**config.mk**
```make
export PLATFORM = sky130hd
export DESIGN_NAME = pipeline_hazard_ctrl
export DESIGN_NICKNAME = d
export VERILOG_FILES = /design/src/rtl/pipeline_hazard_ctrl.sv
export SDC_FILE = /design/constraint.sdc
export NUM_CORES = 1
export LEC_CHECK = 0
export CAP_MARGIN = 20
export CORE_UTILIZATION = 34
export DETAILED_ROUTE_END_ITERATION = 8
export PLACE_DENSITY_LB_ADDON = 0.1
export SYNTH_ARGS = -nofsm -noshare
export SYNTH_HDL_FRONTEND = slang
export SYNTH_SLANG_ARGS = --single-unit
```
**constraint.sdc**
```tcl
create_clock -name clk -period 1.8 [get_ports clk]
set_input_delay 0.36 -clock clk [delete_from_list [all_inputs] [get_ports clk]]
set_output_delay 0.36 -clock clk [all_outputs]
set_load 0.1 [all_outputs]
```
**src/rtl/pipeline_hazard_ctrl.sv**
```systemverilog
// pipeline_hazard_ctrl
//   Hazard/stall controller for a 5-stage IF/ID/EX/MEM/WB pipeline.
//   It produces the stage-register enables, the IF/ID flush and the ID/EX bubble,
//   and the EX-stage forwarding selects. A 4-state FSM sequences the multi-cycle
//   events: load-use stall, taken-branch flush and data-memory wait.
//
//   Optional feature macro: PERF_CNT_EN (enables the stall/flush/memwait counters)
//
// Ports
//   clk, rst              clock (rising edge), synchronous active-low reset
//   id_*                  source registers and use flags of the instruction in ID
//   ex_*                  sources, destination, load flag and branch outcome in EX
//   mem_*/wb_*            destination register and write flag in MEM / WB
//   dmem_req/dmem_ready   data-memory handshake of the MEM stage
//   pc_en..exmem_en       stage register load enables
//   ifid_flush            clears IF/ID to a NOP
//   idex_bubble           loads a NOP into ID/EX
//   fwd_a/fwd_b           EX operand select: 00 regfile, 10 MEM, 01 WB
//   state                 0 RUN, 1 LOAD_STALL, 2 BR_FLUSH, 3 MEM_WAIT
//   mem_err               sticky data-memory timeout flag
//   stall_cnt/flush_cnt/memwait_cnt  saturating performance counters
module pipeline_hazard_ctrl #(
  parameter int REG_AW      = 5,
  parameter int FLUSH_DEPTH = 2,
  parameter int MEM_TIMEOUT = 16,
  parameter int CNT_W       = 16
) (
  input  logic              clk,
  input  logic              rst,
  input  logic [REG_AW-1:0] id_rs,
  input  logic [REG_AW-1:0] id_rt,
  input  logic              id_uses_rs,
  input  logic              id_uses_rt,
  input  logic [REG_AW-1:0] ex_rs,
  input  logic [REG_AW-1:0] ex_rt,
  input  logic [REG_AW-1:0] ex_waddr,
  input  logic              ex_memread,
  input  logic              ex_branch_taken,
  input  logic [REG_AW-1:0] mem_waddr,
  input  logic [REG_AW-1:0] wb_waddr,
  input  logic              mem_regwrite,
  input  logic              wb_regwrite,
  input  logic              dmem_req,
  input  logic              dmem_ready,
  output logic              pc_en,
  output logic              ifid_en,
  output logic              idex_en,
  output logic              exmem_en,
  output logic              ifid_flush,
  output logic              idex_bubble,
  output logic [1:0]        fwd_a,
  output logic [1:0]        fwd_b,
  output logic [1:0]        state,
  output logic              mem_err,
  output logic [CNT_W-1:0]  stall_cnt,
  output logic [CNT_W-1:0]  flush_cnt,
  output logic [CNT_W-1:0]  memwait_cnt
);

  typedef enum logic [1:0] {
    RUN        = 2'd0,
    LOAD_STALL = 2'd1,
    BR_FLUSH   = 2'd2,
    MEM_WAIT   = 2'd3
  } state_t;

  localparam int FW = $clog2(FLUSH_DEPTH + 1);
  localparam int TW = $clog2(MEM_TIMEOUT + 1);
  localparam logic [FW-1:0] FLUSH_INIT = FW'(FLUSH_DEPTH - 1);
  localparam logic [TW-1:0] TMO_MAX    = TW'(MEM_TIMEOUT);

  state_t          state_q, state_d;
  state_t          ret_q, ret_d;      // state to resume after MEM_WAIT
  logic [FW-1:0]   fcnt_q, fcnt_d;    // remaining BR_FLUSH cycles
  logic [TW-1:0]   tmo_q, tmo_d;      // MEM_WAIT cycle number (1-based)
  logic            err_q, err_d;

  logic mem_wait, load_use;

  // Forwarding: MEM beats WB, r0 is hardwired zero and never forwarded.
  function automatic logic [1:0] fwd_sel(input logic [REG_AW-1:0] src);
    if (mem_regwrite && mem_waddr != '0 && mem_waddr == src)   return 2'b10;
    else if (wb_regwrite && wb_waddr != '0 && wb_waddr == src) return 2'b01;
    else                                                        return 2'b00;
  endfunction

  always_comb begin
    mem_wait = dmem_req && !dmem_ready;
    load_use = ex_memread && ex_waddr != '0 &&
               ((id_uses_rs && id_rs == ex_waddr) || (id_uses_rt && id_rt == ex_waddr));
  end

  always_comb begin
    state_d     = state_q;
    ret_d       = ret_q;
    fcnt_d      = fcnt_q;
    tmo_d       = tmo_q;
    err_d       = err_q;
    pc_en       = 1'b1;
    ifid_en     = 1'b1;
    idex_en     = 1'b1;
    exmem_en    = 1'b1;
    ifid_flush  = 1'b0;
    idex_bubble = 1'b0;
    fwd_a       = fwd_sel(ex_rs);
    fwd_b       = fwd_sel(ex_rt);

    unique case (state_q)
      RUN, LOAD_STALL: begin
        if (mem_wait) begin
          {pc_en, ifid_en, idex_en, exmem_en} = 4'b0000;
          state_d = MEM_WAIT;
          ret_d   = RUN;
          tmo_d   = TW'(1);
        end else if (state_q == RUN && ex_branch_taken) begin
          ifid_flush  = 1'b1;
          idex_bubble = 1'b1;
          if (FLUSH_DEPTH > 1) begin
            state_d = BR_FLUSH;
            fcnt_d  = FLUSH_INIT;
          end else begin
            state_d = RUN;
          end
        end else if (state_q == RUN && load_use) begin
          pc_en       = 1'b0;
          ifid_en     = 1'b0;
          idex_bubble = 1'b1;
          state_d     = LOAD_STALL;
        end else begin
          // LOAD_STALL lasts one cycle; load-use is not re-checked there.
          state_d = RUN;
        end
      end
      BR_FLUSH: begin
        if (mem_wait) begin
          // Freeze; the remaining flush count is kept for the resume.
          {pc_en, ifid_en, idex_en, exmem_en} = 4'b0000;
          state_d = MEM_WAIT;
          ret_d   = BR_FLUSH;
          tmo_d   = TW'(1);
        end else begin
          ifid_flush = 1'b1;
          fcnt_d     = fcnt_q - FW'(1);
          if (fcnt_q <= FW'(1)) state_d = RUN;
        end
      end
      MEM_WAIT: begin
        if (dmem_ready) begin
          state_d = ret_q;               // ready wins over a coincident timeout
        end else if (tmo_q >= TMO_MAX) begin
          err_d   = 1'b1;
          state_d = ret_q;
        end else begin
          {pc_en, ifid_en, idex_en, exmem_en} = 4'b0000;
          tmo_d = tmo_q + TW'(1);
        end
      end
      default: state_d = RUN;
    endcase

    // Reset holds the pipeline cleared regardless of anything else.
    if (!rst) begin
      {pc_en, ifid_en, idex_en, exmem_en} = 4'b0000;
      ifid_flush  = 1'b1;
      idex_bubble = 1'b1;
      fwd_a       = 2'b00;
      fwd_b       = 2'b00;
    end
  end

  always_ff @(posedge clk) begin
    if (!rst) begin
      state_q <= RUN;
      ret_q   <= RUN;
      fcnt_q  <= '0;
      tmo_q   <= '0;
      err_q   <= 1'b0;
    end else begin
      state_q <= state_d;
      ret_q   <= ret_d;
      fcnt_q  <= fcnt_d;
      tmo_q   <= tmo_d;
      err_q   <= err_d;
    end
  end

  assign state   = state_q;
  assign mem_err = err_q;

`ifdef PERF_CNT_EN
  logic [CNT_W-1:0] stall_q, flushc_q, mwait_q;

  always_ff @(posedge clk) begin
    if (!rst) begin
      stall_q  <= '0;
      flushc_q <= '0;
      mwait_q  <= '0;
    end else begin
      if (!pc_en && stall_q != '1)              stall_q  <= stall_q + CNT_W'(1);
      if (ifid_flush && flushc_q != '1)         flushc_q <= flushc_q + CNT_W'(1);
      if (state_q == MEM_WAIT && mwait_q != '1) mwait_q  <= mwait_q + CNT_W'(1);
    end
  end

  assign stall_cnt   = stall_q;
  assign flush_cnt   = flushc_q;
  assign memwait_cnt = mwait_q;
`else
  assign stall_cnt   = '0;
  assign flush_cnt   = '0;
  assign memwait_cnt = '0;
`endif

endmodule

```
==> results of run 1 <==
per-stage QoR:
stage,TNS [ns],hold slack [ns],setup slack [ns]
after floorplan,-3.81,0.460,-0.794
after global placement,-5.42,0.472,-0.661
after detailed placement,-5.66,0.488,-0.705
after CTS,-2.15,0.499,-0.427
after global routing,-2.31,0.516,-0.400
final,-1.98,0.496,-0.375
path summary, 6_finish.rpt:
| kind | slack (ns) | start | depth (start not counted) | end |
|---|---|---|---|---|
| max | -0.38 | mem_waddr[4] | 6 | fwd_b[0] |
| min | 0.50 | fcnt_q[0] | 1 | fcnt_q[0] |
| max reg2reg | 0.38 | fcnt_q[1] | 5 | state[0] |
| min reg2reg | 0.50 | fcnt_q[0] | 1 | fcnt_q[0] |
cell usage in the layout, fill, tap and decap left out, drive strengths merged, types with 4 or more instances in the layout:
| cell | n |
|---|---|
| conb | 48 |
| dlygate4sd2 | 9 |
| nor2 | 12 |
| nand2 | 8 |
| clkbuf | 14 |
| buf | 67 |
| clkdlybuf4s15 | 5 |
| or4 | 5 |
| nor4 | 6 |
| xnor2 | 8 |
| clkdlybuf4s50 | 4 |
| xor2 | 23 |
| dfxtp | 11 |
| and2 | 4 |
metal layers:
layer | routed length (um) | GRT usage, %
met1 | 1360 | 17.5
met4 | 59 | 6.79
met3 | 207 | 3.82
met2 | 2020 | 32.3
met5 | 0 | 0
registers in the layout, summed over array words and instances (netlist names):
register,count
mem_err,1
fcnt_q,2
state,2
ret_q,1
tmo_q,5
repair_timing:
action                     in CTS  in global routing
pin swaps                      31                 16
gates resized for setup       111                 35
hold buffers                    0                  0
setup buffers                   8                  5
cloned                          0                  0
setup endpoints to repair      11                 10
cell families (layout without fill, tap and decap cells):
| kind of cell | Yosys count | after routing | synth area share, % |
|---|---|---|---|
| fa+ha+maj | 2 | 2 | 1.82 |
| flops | 11 | 11 | 16.0 |
| compound gates | 25 | 25 | 13.9 |
| buf+inv | 56 | 104 | 29.3 |
| other cells | 1 | 48 | 0.273 |
| xor+xnor | 31 | 31 | 19.8 |
| simple gates | 45 | 45 | 19.0 |
final cells by class:
| cell class | instances | area [um2] |
|---|---|---|
| fill | 322 | 1340 |
| multi-input combinational | 151 | 1140 |
| timing repair buffer | 97 | 942 |
| sequential | 11 | 229 |
| tap | 48 | 60.1 |
| clock buffer | 4 | 45.0 |
| inverter | 3 | 11.3 |
report_power, final:
part | internal [mW] | total [mW] | switching (mW)
clock | 0.155 | 0.244 | 0.0891
combinational | 0.260 | 0.977 | 0.716
sequential | 0.254 | 0.264 | 0.00983
total | 0.669 | 1.48 | 0.815
==> flow_summary.json, run 1 <==
{
  "dp.cells": 297,
  "fin_ws_ns": -0.375,
  "ant_nets": 0,
  "yosysWarnings": 0,
  "synth.cell_area_mm2": 0.00137,
  "postSynthCellCount": 171,
  "path_delay_family": "simple AND/OR/NAND/NOR gates",
  "cts.path.max_buffers": 2,
  "setup_violations": 7,
  "vias": 1400,
  "numPortBuffers": 57,
  "finish.utilization_pct": 64.5,
  "grt_pass1_wl_um": 5540,
  "final-instance-count-excl-fill": 314,
  "clkSinkCount": 11,
  "final_layout_size_suffix_gt1_share_pct": 43.6,
  "violations": "negative setup slack",
  "overflow": 0,
  "synth_area_leaders": "buf_4 27%, dfxtp_1 16%, xor2_1 15%, xnor2_1 5.1%, nor2_1 3.3%",
  "ir_worst_vdd_mv": 0.387,
  "synth.avg_cell_area_um2": 8.03,
  "wl_um": 3650,
  "io_pins": 106,
  "synth_most_common_cell": "buf_4",
  "status": "complete, but fails checks",
  "hp-class": "flop to flop",
  "worst_path_most_repeated_cell": "nor4_4",
  "fin_nets": 314,
  "critical_path.cell_chain": "buf_8 > or4_4 > o21ai_4 > nor4_4 > nor4_4 > buf_12",
  "total_power_mw": 1.48,
  "via_per_inst": 4.46,
  "crit_path_max_fanout": 2,
  "timing.critical_path.slowest_stage_cell": "or4_4",
  "cts.reportedPaths.clkPinSlew_ns": 0.05,
  "worstSetupPathType": "input port to output pin",
  "start_kind": "input port",
  "clk-insertion-delay-late_ns": 0.24,
  "leakage_nw": 1.14,
  "synth-seq-area-share_pct": 16.0,
  "wl_per_cell_um": 11.6,
  "max-cap-violations": 0,
  "start_util_pct": 36.4,
  "area_growth_syn_to_layout_pct": 77.2,
  "yosysTopAreaCellShare_pct": 27.3,
  "synthArstFlopShare_pct": 0,
  "grt_use_total_pct": 17.0,
  "slowest_delay_ns": 0.55,
  "power_density_mw_per_mm2": 610,
  "htree_levels": 1,
  "postLayoutCellArea_mm2": 0.00243,
  "root_buffer": "clkbuf_8",
  "cts_tree": "done",
  "arrival_ns": 1.82,
  "required_ns": 1.44,
  "placementRows": 22,
  "grt_max_degree": 9,
  "coreArea_mm2": 0.00377,
  "antenna_cells": 0,
  "drc_errors": 0,
  "maxSlewViolCount": 0,
  "hpwl_um": 2990,
  "synth_ff_type": "dfxtp_1",
  "dpl-instance-area_mm2": 0.00221,
  "dieHeight_um": 65.5,
  "crit_buf_inv": 2,
  "gp_congestion": 0.723,
  "dieArea_mm2": 0.00429,
  "finClkSkew_ns": 0.00349,
  "period_share_pct": 121,
  "end_kind": "output pin",
  "clock.fmax_ghz": 0.460,
  "fin_crit_ns": 2.18,
  "cts-buffers-inserted": 3,
  "grt_pass1_vias": 1285,
  "antenna_found_initial": 0,
  "hold_viol_final": 0,
  "yosys.area.top_type": "buf_4",
  "ys_ff_latch": 11,
  "synth_edf_count": 0,
  "die_x_um": 65.5,
  "synth_common_cells": "50 x buf_4, 23 x xor2_1, 12 x nor2_1, 11 x dfxtp_1",
  "rsz0062_at_grt": "yes",
  "synth_cell_types": 39,
  "drtIter0Drc": 31,
  "firstDrtPassIters": 4
}
No activity file was read; power rests on OpenSTA's default activity.
==> run 2, diff against run 1 <==
--- a/config.mk
+++ b/config.mk
@@ -6,6 +6,7 @@
 export NUM_CORES = 1
 export LEC_CHECK = 0
 export CAP_MARGIN = 20
+export CORE_MARGIN = 1
 export CORE_UTILIZATION = 34
 export DETAILED_ROUTE_END_ITERATION = 8
 export PLACE_DENSITY_LB_ADDON = 0.1
==> results of run 2 <==
Final layout, timing and power as in run 1 (identical DEF).
==> run 3, diff against run 2 <==
--- a/config.mk
+++ b/config.mk
@@ -6,9 +6,9 @@
 export NUM_CORES = 1
 export LEC_CHECK = 0
 export CAP_MARGIN = 20
-export CORE_MARGIN = 1
-export CORE_UTILIZATION = 34
+export CORE_UTILIZATION = 41
 export DETAILED_ROUTE_END_ITERATION = 8
+export DONT_BUFFER_PORTS = 1
 export PLACE_DENSITY_LB_ADDON = 0.1
 export SYNTH_ARGS = -nofsm -noshare
 export SYNTH_HDL_FRONTEND = slang
==> run 3 against run 2 <==
The run still ends with negative setup slack left. Die area decreased by 17%. Cell count is 25% lower. Combinational power is 19% lower. Flip-flop and latch count did not move. Via count decreased by 22%. Critical path depth fell by 2. Non-clock buffer count down 73. Count of clock-buffer cells in the layout is 1 lower. Sequential power hardly changed. Sequential share of layout area grew 4.1 points. Setup slack improved by 0.20 ns. Critical path type unchanged. Largest cell class unchanged.
==> flow_summary.json, run 3 (synthesized netlist as in run 1, its figures left out) <==
{
  "ir_worst_vdd_mv": 0.421,
  "worst_pin_slew_ns": 0.497,
  "antenna_cells": 0,
  "clock.fmax_ghz": 0.506,
  "grt_pass1_wl_um": 4500,
  "fin_crit_ns": 1.98,
  "antenna_found_initial": 0,
  "vias": 1099,
  "violations": "negative setup slack",
  "critical_path.cell_chain": "xor2_1 > or4_4 > nor4_4 > buf_12",
  "power_density_mw_per_mm2": 728,
  "gp_congestion": 0.742,
  "end_kind": "output pin",
  "leakage_nw": 0.717,
  "cts.path.max_buffers": 2,
  "hold_ws_ns": 0.196,
  "clkSinkCount": 11,
  "start_kind": "input port",
  "dieArea_mm2": 0.00358,
  "final_cell_mix": "48 x conb_1, 23 x xor2_1, 16 x buf_4",
  "numPortBuffers": 0,
  "timing.critical_path.slowest_stage_cell": "or4_4",
  "hpwl_um": 2400,
  "period_share_pct": 110,
  "grt_max_degree": 10,
  "fin_ws_ns": -0.176,
  "via_per_inst": 4.64,
  "power_switching_mw": 0.748,
  "dieHeight_um": 59.9,
  "cts.reportedPaths.clkPinSlew_ns": 0.08,
  "rsz0062_at_grt": "yes",
  "area_growth_syn_to_layout_pct": 22.8,
  "clk-insertion-delay-late_ns": 0.28,
  "grt_pass1_vias": 1076,
  "wl_per_cell_um": 12.5,
  "drtIter0Drc": 17,
  "regMostFlops": "tmo_q",
  "overflow": 0,
  "finish.utilization_pct": 54.3,
  "finClkSkew_ns": 0.00810,
  "cts-buffers-inserted": 3,
  "ff2ff_path_depth": 6,
  "crit_path_max_fanout": 2,
  "drc_errors": 0,
  "p_seq_share_pct": 21.5,
  "cts_tree": "done",
  "wl_um": 2960,
  "hp-class": "input port to flop",
  "hold_viol_final": 0,
  "maxSlewViolCount": 0,
  "mostFrequentLayoutCell": "conb_1",
  "status": "complete, but fails checks",
  "final_layout_size_suffix_gt1_share_pct": 28.0,
  "ant_nets": 0,
  "setup_violations": 9,
  "required_ns": 1.44,
  "start_util_pct": 44.2,
  "relSlewSlack_pct": 66.4,
  "largest_reg_flops": 5,
  "min_path_cells": 1,
  "arrival_ns": 1.62,
  "power_frac_comb_pct": 64.4,
  "max-cap-violations": 0,
  "p_int_mw": 0.478,
  "grt_use_total_pct": 16.7,
  "die_x_um": 59.9,
  "finalSetupTns_ns": -1.03,
  "coreArea_mm2": 0.00310,
  "htree_levels": 1,
  "firstDrtPassIters": 4,
  "switching_share_pct": 61.0,
  "worstSetupPathType": "input port to output pin",
  "clock_power_share_pct": 14.1,
  "slowest_delay_ns": 0.54,
  "root_buffer": "clkbuf_4",
  "placementRows": 20,
  "fin_nets": 241,
  "io_pins": 106
}
==> run 3: worst paths after layout <==
check | start | end | slack (ns)
worst min-delay path | rst | tmo_q[3] | 0.20
worst max-delay path | ex_rs[3] | fwd_a[0] | -0.18
worst min register to register | fcnt_q[0] | fcnt_q[0] | 0.50
worst max register to register | state[0] | tmo_q[1] | 0.25
==> run 3: routing by layer <==
layer	share of wire, %	track usage [%]	vias up
met2	57	31.7	53
met1	35	18.3	507
li1	-	-	535
met3	6.8	4.33	4
met4	0.84	3.99	0
met5	0	0	-
==> run 3: critical path, delay by kind of cell <==
| kind | cells | cell delay (ns) |
|---|---|---|
| xor+xnor | 1 | 0.14 |
| buf+inv | 1 | 0.22 |
| simple gates | 2 | 0.90 |
==> run 3: power groups by stage <==
stage | sequential [mW] | clock, mW | combinational (mW)
after floorplan | 0.288 | 0 | 0.751
after global placement | 0.270 | 0 | 0.737
after detailed placement | 0.271 | 0 | 0.742
after CTS | 0.263 | 0.181 | 0.773
after global routing | 0.265 | 0.196 | 0.818
final | 0.264 | 0.173 | 0.790
==> run 3: final cells by class <==
| class | count | area, um2 |
|---|---|---|
| clock buffers | 3 | 22.5 |
| clock inverters | 1 | 5.00 |
| fillers | 310 | 1420 |
| inverters | 3 | 11.3 |
| multi-input cells | 151 | 1090 |
| flip-flops and latches | 11 | 228 |
| well taps | 44 | 55.1 |
| repair buffers | 24 | 270 |
==> run 3: what timing repair did <==
item	CTS	global route
hold endpoints to repair	0	0
pin swaps	10	7
setup buffers	5	3
hold buffers	0	0
resized for setup	9	8
endpoints found under the setup margin	10	10
==> run 3: through the flow <==
stage               instance area (um2)  total power [mW]  setup slack [ns]  std cells
CTS                                1620              1.22            -0.170        234
global route                       1690              1.28            -0.208        237
finish                             1690              1.23            -0.176        237
detailed placement                 1500              1.01            -0.170        225
global placement                   1500              1.01            -0.161        225
floorplan                          1670              1.04            -0.794        218
==> edit, RTL diff (settings of run 1) <==
Put one more register stage on the output `mem_err`, cleared by the reset. The value now appears one clock later. The other outputs are not delayed to match.
--- a/src/rtl/pipeline_hazard_ctrl.sv
+++ b/src/rtl/pipeline_hazard_ctrl.sv
@@ -185,7 +185,13 @@
   end
 
   assign state   = state_q;
-  assign mem_err = err_q;
+  always_ff @(posedge clk) begin
+    if (!rst) begin
+      mem_err <= '0;
+    end else begin
+      mem_err <= err_q;
+    end
+  end
 
 `ifdef PERF_CNT_EN
   logic [CNT_W-1:0] stall_q, flushc_q, mwait_q;
Check against the original RTL: no difference found for any inputs over 10 cycles, from zero or initial values and one cycle with rst low; that may be too few to reach the edited logic, so the function may still have changed.
==> edit against run 1 <==
- sequential cell count increased by 1
- count of clock-buffer cells in the layout did not move
- routed wire length rose by 2.4%
- critical endpoint unchanged
- worst setup slack improved by 57 ps
- clock skew hardly changed
- final area grew 3.8%
- largest power group unchanged
- hold slack worse by 35 ps
- area after synthesis increased by 3.6%
- total power increased by 4.0%
- the flow still finishes with violations (negative setup slack)
- largest cell class unchanged
==> edit: results <==
[run_status]
outcome = "finished, violations left"
failed_checks = "negative setup slack"

[drt]
drt_wl_total_um = 3740
avgRoutedWirePerCell_um = 11.8
vias_per_cell = 4.40
dr.pass1.iters = 4
drt_iter0_drc = 34

[worst_setup_path]
r2r_cells = 7
crit_arrival_ps = 1760
r2r-end = "tmo_q[3]$_SDFFE_PN0P_"
r2r_setup_slack_ps = 320
critical_path_peak_fanout = 3
r2r-start = "state[1]$_SDFFE_PN0P_"

[place]
place_inst = 299
dp_slack_ps = -720
dpl.hpwl_um = 2940
gp_congestion = 0.801
placed_area_um2 = 2270

[synthesis]
synth_xor_area_share_pct = 19.1
synth_cells = 172
synth-compound-area-share_pct = 14.8
synth-adder-area-share_pct = 1.76
synth_cell_types = 43
synthTopCellsByArea = "buf_4, dfxtp_1, xor2_1"
seq_area_frac_synth_pct = 16.9
synthTopCellsByCount = "buf_4, xor2_1, dfxtp_1"

[final_layout]
nets = 316
regMostFlops = "tmo_q"
drive_gt1_share_pct = 44.0

[hold_path]
hp-start = "err_q$_SDFFE_PN0P_"
hold-path-endpoint = "mem_err$_SDFF_PN0_"

[sta]
setup_viol = 9
worst_slack_ps = -318
finalClockSkew_ps = 3.34

[power_and_ir_drop]
p_leak_nw = 1.16
max-vdd-ir-drop_mv = 0.342

[global_route]
track_usage_pct = 16.9
grt_max_degree = 8
grt_pass1_vias = 1348
antenna_found_initial = 0

[cts]
worstSkewPairLatency_ps = 240
==> edit: changes by cell type in the layout (fill, tap and decap cells not counted), moves of 3 or more <==
| cell | before | now |
|---|---|---|
| buf_2 | 6 | 9 |
| buf_6 | 10 | 17 |
| nor2_1 | 11 | 8 |
| clkbuf_2 | 10 | 6 |
| buf_4 | 37 | 31 |
==> edit: worst max-delay path, cell delays in order <==
cell      delay, ps
buf_8            80
or4_4           110
o211ai_1        100
or4_4           540
nor4_4          340
buf_12          220
==> edit: per-layer routing <==
layer | vias to the layer above | GRT usage [%] | wire [um]
met5 | - | 0 | 0
met4 | 0 | 4.26 | 76
met3 | 8 | 2.91 | 245
met2 | 66 | 33.3 | 2140
met1 | 630 | 18.1 | 1280
li1 | 695 | - | -
==> edit: where the power goes <==
part	total (mW)	switching, mW	leakage (nW)	internal, mW
clock network	0.259	0.103	0.0228	0.156
registers	0.287	0.0113	0.0991	0.276
logic	0.997	0.716	1.04	0.281
==> edit: cell families after synthesis <==
logic type               after synthesis
buffers and inverters                 55
other                                  1
AND/OR/NAND/NOR                       47
flip-flops                            12
adder cells (fa/ha/maj)                2
XOR/XNOR                              31
AO/OA/AOI/OAI                         24
==> edit: worst max path at each step <==
stage | start | to | slack, ps
floorplan | ex_rs[2] | fwd_a[0] | -720
global placement | ex_waddr[2] | ifid_en | -740
detailed placement | ex_waddr[3] | ifid_en | -720
CTS | mem_waddr[2] | fwd_b[0] | -460
global route | wb_waddr[3] | fwd_b[0] | -360
finish | wb_waddr[3] | fwd_b[0] | -320
==> edit: area by class of cell <==
type	count	area (um^2)
fillers	344	1480
clock buffers	4	45.0
flip-flops and latches	12	248
well taps	50	62.6
repair buffers	98	1000
inverters	2	7.51
multi-input cells	152	1160
==> edit: timing repair <==
| action | in CTS | in global routing |
|---|---|---|
| endpoints found under the setup margin | 11 | 10 |
| buffers inserted | 13 | 2 |
| pin swaps | 34 | 27 |
| hold buffers | 0 | 0 |
| resized for setup | 123 | 44 |
==> edit: through the flow <==
step	total power [mW]	TNS [ps]	hold slack [ps]
3_5_place_dp	1.23	-5800	454
6_report	1.54	-1750	462
5_1_grt	1.60	-2070	500
2_1_floorplan	1.07	-2920	431
3_3_place_gp	1.23	-5780	449
4_1_cts	1.53	-2160	469
